### src/rtl/mult_pkg.sv
// Shared definitions for the shift-add multiplier.
//   DEFAULT_N : default operand width in bits
//   state_e   : controller state encoding (IDLE, CALC, DONE)
package mult_pkg;

    localparam int unsigned DEFAULT_N = 8;

    typedef enum logic [1:0] {
        IDLE = 2'd0,
        CALC = 2'd1,
        DONE = 2'd2
    } state_e;

endpackage

### src/rtl/shift_add_multiplier_ctrl.sv
// Controller for the shift-add multiplier: FSM, bit counter and datapath enables.
// Ports:
//   clk, rst : clock and synchronous active-high reset
//   start    : request pulse, honoured in IDLE or DONE only
//   busy     : high exactly in CALC
//   done     : high exactly in DONE (one cycle)
//   load     : capture operands and clear the accumulator on this edge
//   step     : perform one shift-add step on this edge
//   last     : this edge performs the final step; the product is registered
module shift_add_multiplier_ctrl
    import mult_pkg::*;
#(
    parameter int unsigned N = DEFAULT_N
) (
    input  logic clk,
    input  logic rst,
    input  logic start,
    output logic busy,
    output logic done,
    output logic load,
    output logic step,
    output logic last
);

    localparam int unsigned CW = $clog2(N) + 1;

    state_e        state_q, state_d;
    logic [CW-1:0] cnt_q;

    // State register and bit counter
    always_ff @(posedge clk) begin
        if (rst) begin
            state_q <= IDLE;
            cnt_q   <= '0;
        end else begin
            state_q <= state_d;
            if (load) begin
                cnt_q <= '0;
            end else if (step) begin
                cnt_q <= cnt_q + 1'b1;
            end
        end
    end

    // Next-state logic
    always_comb begin
        state_d = state_q;
        unique case (state_q)
            IDLE:    if (start) state_d = CALC;
            CALC:    if (last)  state_d = DONE;
            DONE:    state_d = start ? CALC : IDLE;
            default: state_d = IDLE;
        endcase
    end

    // Outputs; gated by rst so busy/done read low while reset is asserted
    always_comb begin
        busy = 1'b0;
        done = 1'b0;
        load = 1'b0;
        step = 1'b0;
        last = 1'b0;
        if (!rst) begin
            busy = (state_q == CALC);
            done = (state_q == DONE);
            load = start && (state_q == IDLE || state_q == DONE);
            step = (state_q == CALC);
            last = step && (cnt_q == CW'(N - 1));
        end
    end

endmodule

### src/rtl/shift_add_multiplier.sv
// Sequential shift-add multiplier, unsigned or two's-complement signed.
// Ports:
//   clk, rst  : clock and synchronous active-high reset
//   start     : request pulse; inA, inB, sgn captured when accepted
//   sgn       : 0 = unsigned, 1 = signed
//   inA, inB  : N-bit multiplicand and multiplier
//   out       : registered 2N-bit product, held until the next completion
//   busy      : high while a multiplication is running
//   done      : one-cycle pulse when out takes a new value
module shift_add_multiplier
    import mult_pkg::*;
#(
    parameter int unsigned N = DEFAULT_N
) (
    input  logic           clk,
    input  logic           rst,
    input  logic           start,
    input  logic           sgn,
    input  logic [N-1:0]   inA,
    input  logic [N-1:0]   inB,
    output logic [2*N-1:0] out,
    output logic           busy,
    output logic           done
);

    logic load, step, last;

    logic [2*N-1:0] a_q, acc_q, out_q, acc_nxt, prod;
    logic [N-1:0]   b_q, a_mag, b_mag;
    logic           neg_q;

    shift_add_multiplier_ctrl #(
        .N(N)
    ) u_ctrl (
        .clk  (clk),
        .rst  (rst),
        .start(start),
        .busy (busy),
        .done (done),
        .load (load),
        .step (step),
        .last (last)
    );

    // Magnitudes at load; the most-negative value maps to 2^(N-1), which
    // still fits as an unsigned N-bit number.
    always_comb begin
        a_mag = (sgn && inA[N-1]) ? (~inA + 1'b1) : inA;
        b_mag = (sgn && inB[N-1]) ? (~inB + 1'b1) : inB;
    end

    always_comb begin
        acc_nxt = b_q[0] ? (acc_q + a_q) : acc_q;
        prod    = neg_q ? (~acc_nxt + 1'b1) : acc_nxt;
    end

    always_ff @(posedge clk) begin
        if (rst) begin
            a_q   <= '0;
            b_q   <= '0;
            neg_q <= 1'b0;
            acc_q <= '0;
            out_q <= '0;
        end else if (load) begin
            a_q   <= {{N{1'b0}}, a_mag};
            b_q   <= b_mag;
            neg_q <= sgn && (inA[N-1] ^ inB[N-1]);
            acc_q <= '0;
        end else if (step) begin
            acc_q <= acc_nxt;
            a_q   <= a_q << 1;
            b_q   <= b_q >> 1;
            if (last) begin
                out_q <= prod;
            end
        end
    end

    assign out = out_q;

endmodule

### config.mk
export PLATFORM = sky130hd
export DESIGN_NAME = shift_add_multiplier
export DESIGN_NICKNAME = d
export VERILOG_FILES = /design/src/rtl/mult_pkg.sv /design/src/rtl/shift_add_multiplier_ctrl.sv /design/src/rtl/shift_add_multiplier.sv
export SDC_FILE = /design/constraint.sdc
export NUM_CORES = 1
export LEC_CHECK = 0
export BUFFER_PORTS_ARGS = -buffer_cell sky130_fd_sc_hd__buf_2
export CORE_MARGIN = 3
export CORE_UTILIZATION = 50
export CTS_CLUSTER_DIAMETER = 60
export DETAILED_ROUTE_END_ITERATION = 10
export GPL_ROUTABILITY_DRIVEN = 0
export MAX_ROUTING_LAYER = met4
export PLACE_DENSITY = 0.74
export SETUP_SLACK_MARGIN = 0.05
export SLEW_MARGIN = 20
export SYNTH_ARGS = -nofsm -noshare
export SYNTH_HDL_FRONTEND = slang
export SYNTH_SLANG_ARGS = --single-unit
### constraint.sdc
create_clock -name clk -period 3.2 [get_ports clk]
set_input_delay 0.96 -clock clk [delete_from_list [all_inputs] [get_ports clk]]
set_output_delay 0.96 -clock clk [all_outputs]
set_load 0.01 [all_outputs]
# Word-level counts from Yosys, hierarchy flattened
# Cells that the tools add are included.
[classes] n_addsub=5 n_eq_ne=5 mux=16 bitwise=5 reduce_logical=11
[ops] cell="$mux W8" n=6
[ops] cell="$mux W16" n=2
[ops] cell="$add A16 B1 Y16 const B" n=1
[ops] cell="$add A16 B16 Y16" n=1
[ops] cell="$add A8 B1 Y8 const B" n=2
[ops] cell="$not A16 Y16" n=1
[ops] cell="$not A8 Y8" n=2
[ops] cell="$pmux W2 S3" n=1
[ops] cell="$logic_and A1 B1 Y1" n=5
[ops] cell="$mux W1" n=5
[ops] cell="$add A4 B1 Y4 const B" n=1
[ops] cell="$eq A4 B3 Y1 const B" n=1
[ops] cell="$mux W2" n=2
[ops] cell="$ne A2 B2 Y1 const B" n=2
[ops] cell="$reduce_and A3 Y1" n=1
[ops] cell="$eq A2 B1 Y1 const B" n=1
[ops] cell="$eq A2 B2 Y1 const B" n=1
[ops] cell="$logic_not A2 Y1" n=1
[ops] cell="$reduce_and A2 Y1" n=1
[ops] cell="$reduce_bool A2 Y1" n=1
[ops] cell="$reduce_or A2 Y1" n=1
[ops] cell="$logic_or A1 B1 Y1" n=1
[ops] cell="$not A1 Y1" n=1
[ops] cell="$xor A1 B1 Y1" n=1
[totals] reg_bits=63 input_bits=20 wordCells=50

# Logic depth before layout (Yosys ltp)
[logic_depth] depth_word=6 depth_mapped=11 ltp_nobuf=10

# Cells and area by module
# Synthesis repeated with hierarchy kept, for this count alone.
[hier_totals] cells_unflattened=523 hier_area_um2=4250.3
[by_module_without_submodules] mod="shift_add_multiplier" instances=1 cells_per_inst=492 area_per_inst_um2=3945.0
[by_module_without_submodules] mod="shift_add_multiplier_ctrl" instances=1 cells_per_inst=31 area_per_inst_um2=305.3

# Worst setup path before layout
# No wires, ideal clock.
[synth_timing] kind="input-to-output" startpoint="in rst" endpoint="out busy" arrival_ps=2142 t_required_ps=2240 setup_slack_ps=98 stages=6 cell_sequence="clkbuf_1 > inv_2 > nand2_1 > inv_1 > clkbuf_1 > buf_1"
[synth_between] elab_chain_len=1
[synth_rtl] item="start, declared" line="shift_add_multiplier.sv:16" text="input logic rst,"
[synth_rtl] item="$mux W1" line="shift_add_multiplier_ctrl.sv:63" text="if (!rst) begin"
[synth_rtl] item="end, declared" line="shift_add_multiplier.sv:22" text="output logic busy,"
# Every way passes these cells.

# Worst setup path after layout
[layout_timing] startpoint="reg a_q[0]" endpoint="reg out_q[12] (netlist: out[12])"
[layout_between] elab_chain_len=5
[layout_rtl] item="start, declared" line="shift_add_multiplier.sv:28" text="logic [2*N-1:0] a_q, acc_q, out_q, acc_nxt, prod;"
[layout_rtl] item="start signal, assigned" line="shift_add_multiplier.sv:65" text="a_q <= {{N{1'b0}}, a_mag};"
[layout_rtl] item="start signal, assigned" line="shift_add_multiplier.sv:71" text="a_q <= a_q << 1;"
[layout_rtl] item="$add A16 B16 Y16 *" line="shift_add_multiplier.sv:53" text="acc_nxt = b_q[0] ? (acc_q + a_q) : acc_q;"
[layout_rtl] item="$mux W16 *" line="shift_add_multiplier.sv:53"
[layout_rtl] item="$not A16 Y16" line="shift_add_multiplier.sv:54" text="prod = neg_q ? (~acc_nxt + 1'b1) : acc_nxt;"
[layout_rtl] item="$add A16 B1 Y16" line="shift_add_multiplier.sv:54"
[layout_rtl] item="$mux W16 *" line="shift_add_multiplier.sv:54"
[layout_rtl] item="end signal, assigned" line="shift_add_multiplier.sv:74" text="out_q <= prod;"
[layout_rtl] item="end, declared" line="shift_add_multiplier.sv:28"
# Every way passes the cells marked *; elsewhere a longest branch is shown, timed or not.
# A chain may end at the register's enable or synchronous reset.

==> metrics.md <==
| Metric | Value |
|---|---|
| Number of setup buffers added after CTS | 0 |
| DP Wirelength | 7270 um |
| CP cell instances | ha_1 > fa_1 > a21oi_1 > o311ai_1 > or3_4 > or3_1 > o41ai_4 > xnor2_1 > o21ai_1 |
| Layout Cells excl Fill | roughly 660 |
| Reg power frac | 45.5% |
| Switching portion of total power | 30.3% |
| H-tree levels | 3 |
| Num ports | 38 |
| Count of hold-fix buffers inserted at cts | 0 |
| Area of the multi-input gates | 0.00258 sq mm |
| RSZ-0062 raised after global routing | yes |
| HP Start | out[3] |
| Root buffer cell | clkbuf_8 |
| Clock power share | around 38% |
| Via density | 5.84 |
| Internal | 1.28 mW |
| Sequential area share after synthesis | between 30% and 40% |
| Worst-skew pair later-pin latency | 350 ps |
| Setup crit start kind | register |
| Synth cell types | 66 |
| Net Switching | 558 uW |
| Synth warn | 0 |
| Initial core utilization | 51.5% |
| Worst-path clk slew | 80 ps |
| CTS max path bufs | 2 |
| Final Hold Vio Count | 0 |
| LEAKAGE | 1.79 nW |
| Vias in the first global route | 3562 |
| Port Buffer Count | 37 |
| 1st-pass router iterations | 5 |
| Area grow syn2layout | 13.3% |
| Via count | 3880 |
| Worst Path Max Fanout | 6 |
| Layout cell share with drive strength beyond 1 | 14.4% |
| WL per Instance | 14.6 um |
| # DRC | 0 |
| Mapped cell area | 0.00400 sq mm |
| Max Fclk | 336 MHz |
| Placed Cells incl. Taps | 648 |
| CP required | roughly 3400 ps |
| PD cells | 406 mW/mm^2 |
| # nets final | 597 |
| Post-CTS sizing | 0 |
| Seq cells post-synth | 63 |
| Async SR Flop Fraction | 0% |
| Drt initial violations | 130 |
| Status | finished, final reports clean |
| Top_reg_cell synth | dfxtp_1 |
| GRT Total Usage | a little under a quarter |
| Setup total negative slack | 0 ps |
| First-pass GRT wire length | 16000 um |
| Sinks on Clock Net | 63 |
| FF+latch area | roughly 0.0013 sq mm |
| Syn Area/Cell | 7.68 sq um |
| RR Startpoint | a_q[0] |
| Post-Syn Instances | 521 |
| Initial antenna violation count | 0 |
| Ranking of synthesized cells by area | dfxtp_1 (32%), nand2_1 (8.1%), ha_1 (5.9%), a21oi_1 (5.3%), nor2_1 (4.5%) |
| Min cycle time layout | 2980 ps |
| Comb power frac | 16.6% |
| Antenna fix cells | 0 |
| Final Util | 58.4% |
| Overflow left after global routing | 0 |
| Die area | ~0.009 sq mm |
| Largest net degree at the start of global routing | 28 |
| Post-Route WL | ~9700 um |
| CP startpoint | a_q[0] |
| EDFF count, synth | 0 |
| Standard-cell row count | 32 |
| Critical path buffers and inverters | 0 |
| Synth Net Count | ~560 |
| Clk_skew | 6.70 ps |
| Crit path max-delay family | simple AND/OR/NAND/NOR gates |
| Share of the synthesized area in the top cell type | between 30% and 40% |
| Slew @ Worst Pin | about 820 ps |
| Die Y | 95.5 um |
| Max-capacitance violation count | 0 |
| CTS tree | built |
| Post-DRT Antenna Nets | 0 |
| Final period util | 93.1% |
| Worst relative slew slack | a little under half |
| Slowest Stage Delay on Critical Path | 490 ps |
| Setup violators final | 0 |
| Worst vdd rail ir drop | 0.173 mV |
| CP max stage cell | or3_1 |
| Fill cells | 742 |
| Final Max Slew Viols | 0 |
| Die W | 95.5 um |
| TritonCTS Buffers | 9 |
| Core Box Area | 0.00777 sq mm |
| Crit. End Element | register |
| Dominant cell type by area after synthesis | dfxtp_1 |
| Setup CP Type | register to register |
| WP data arrival | around 3200 ps |
| Total Power | 1.84 mW |
| Worst Hold Class | register to register |
-- registers in the layout, summed over array words and instances, names as in the netlist --
name / cells
b_q: 8
u_ctrl.cnt_q: 4
neg_q: 1
out: 16
u_ctrl.state_q: 2
a_q: 16
acc_q: 16
-- logic make-up after synthesis --
kind of cell,after synthesis,synth area share (%)
multiplexers,8,2.06
buffers and inverters,44,4.31
flip-flops,63,31.5
XOR/XNOR,28,6.12
adder cells (fa/ha/maj),20,6.44
AO/OA/AOI/OAI,140,23.8
AND/OR/NAND/NOR,218,25.8
-- power groups by stage --
stage,registers (mW),logic (mW),clock network (mW)
2_1_floorplan,0.842,0.229,0
3_3_place_gp,0.853,0.297,0
3_5_place_dp,0.855,0.303,0
4_1_cts,0.837,0.304,0.711
5_1_grt,0.841,0.341,0.752
6_report,0.838,0.306,0.699
-- cell type report --
cell class / instances / area share [%]
inverters: 15 / 1.24
clock inverters: 7 / 1.60
flip-flops and latches: 63 / 27.8
multi-input cells: 414 / 56.9
clock buffers: 9 / 2.73
repair buffers: 54 / 6.90
well taps: 102 / 2.81
-- synth_stat cells, drive strengths merged, types with 3 or more instances --
master,n
a2111oi,3
a211oi,14
a21oi,42
a22oi,4
a311oi,8
a31oi,6
and3,5
and3b,3
buf,7
clkbuf,22
dfxtp,63
ha,19
inv,14
mux2i,6
nand2,86
nand2b,9
nand3,16
nand3b,3
nand4,11
nand4b,3
nor2,48
nor3,16
o211ai,6
o21ai,24
o22ai,4
o311ai,3
or3,7
xnor2,16
xor2,12
-- cell usage in the layout (no fill, tap or decap), drive strengths merged, types with 3 or more instances in the layout --
cell / instances
a2111oi: 3
a211oi: 14
a21oi: 42
a22oi: 4
a311oi: 8
a31oi: 6
and3: 5
and3b: 3
buf: 54
clkbuf: 9
clkinv: 4
dfxtp: 63
ha: 19
inv: 15
mux2i: 6
nand2: 86
nand2b: 9
nand3: 16
nand3b: 3
nand4: 11
nand4b: 3
nor2: 48
nor3: 16
o211ai: 6
o21ai: 24
o22ai: 4
o311ai: 3
or3: 7
xnor2: 16
xor2: 12
-- stage by stage --
step	cell area, sq um	hold slack, ps	setup WS [ps]
5_1_grt	4540	475	34.0
4_1_cts	4520	452	240
6_report	4540	451	221
3_3_place_gp	4330	438	309
2_1_floorplan	4000	448	97.7
3_5_place_dp	4330	441	255
-- layer usage --
metal  global-route usage [%]  vias to the layer above  share of wire [%]
li1                         -                     1965                  -
met1                     26.3                     1775                 44
met2                     37.2                      110                 48
met3                     4.50                       30                4.2
met4                     12.7                        0                3.4
met5                        -                        -                  0
-- worst min-delay path: stages, from the launching register on --
cell	delay, ps
dfxtp_1	310
nand2_1	50
a21oi_1	50
-- path summary, 6_finish.rpt --
kind,end,slack (ps),cells past startpoint
worst max-delay path,out[12],220,9
worst min-delay path,out[3],450,2
worst max register to register,out[12],220,9
worst min register to register,out[3],450,2
Power figures use the tool's default switching activity.
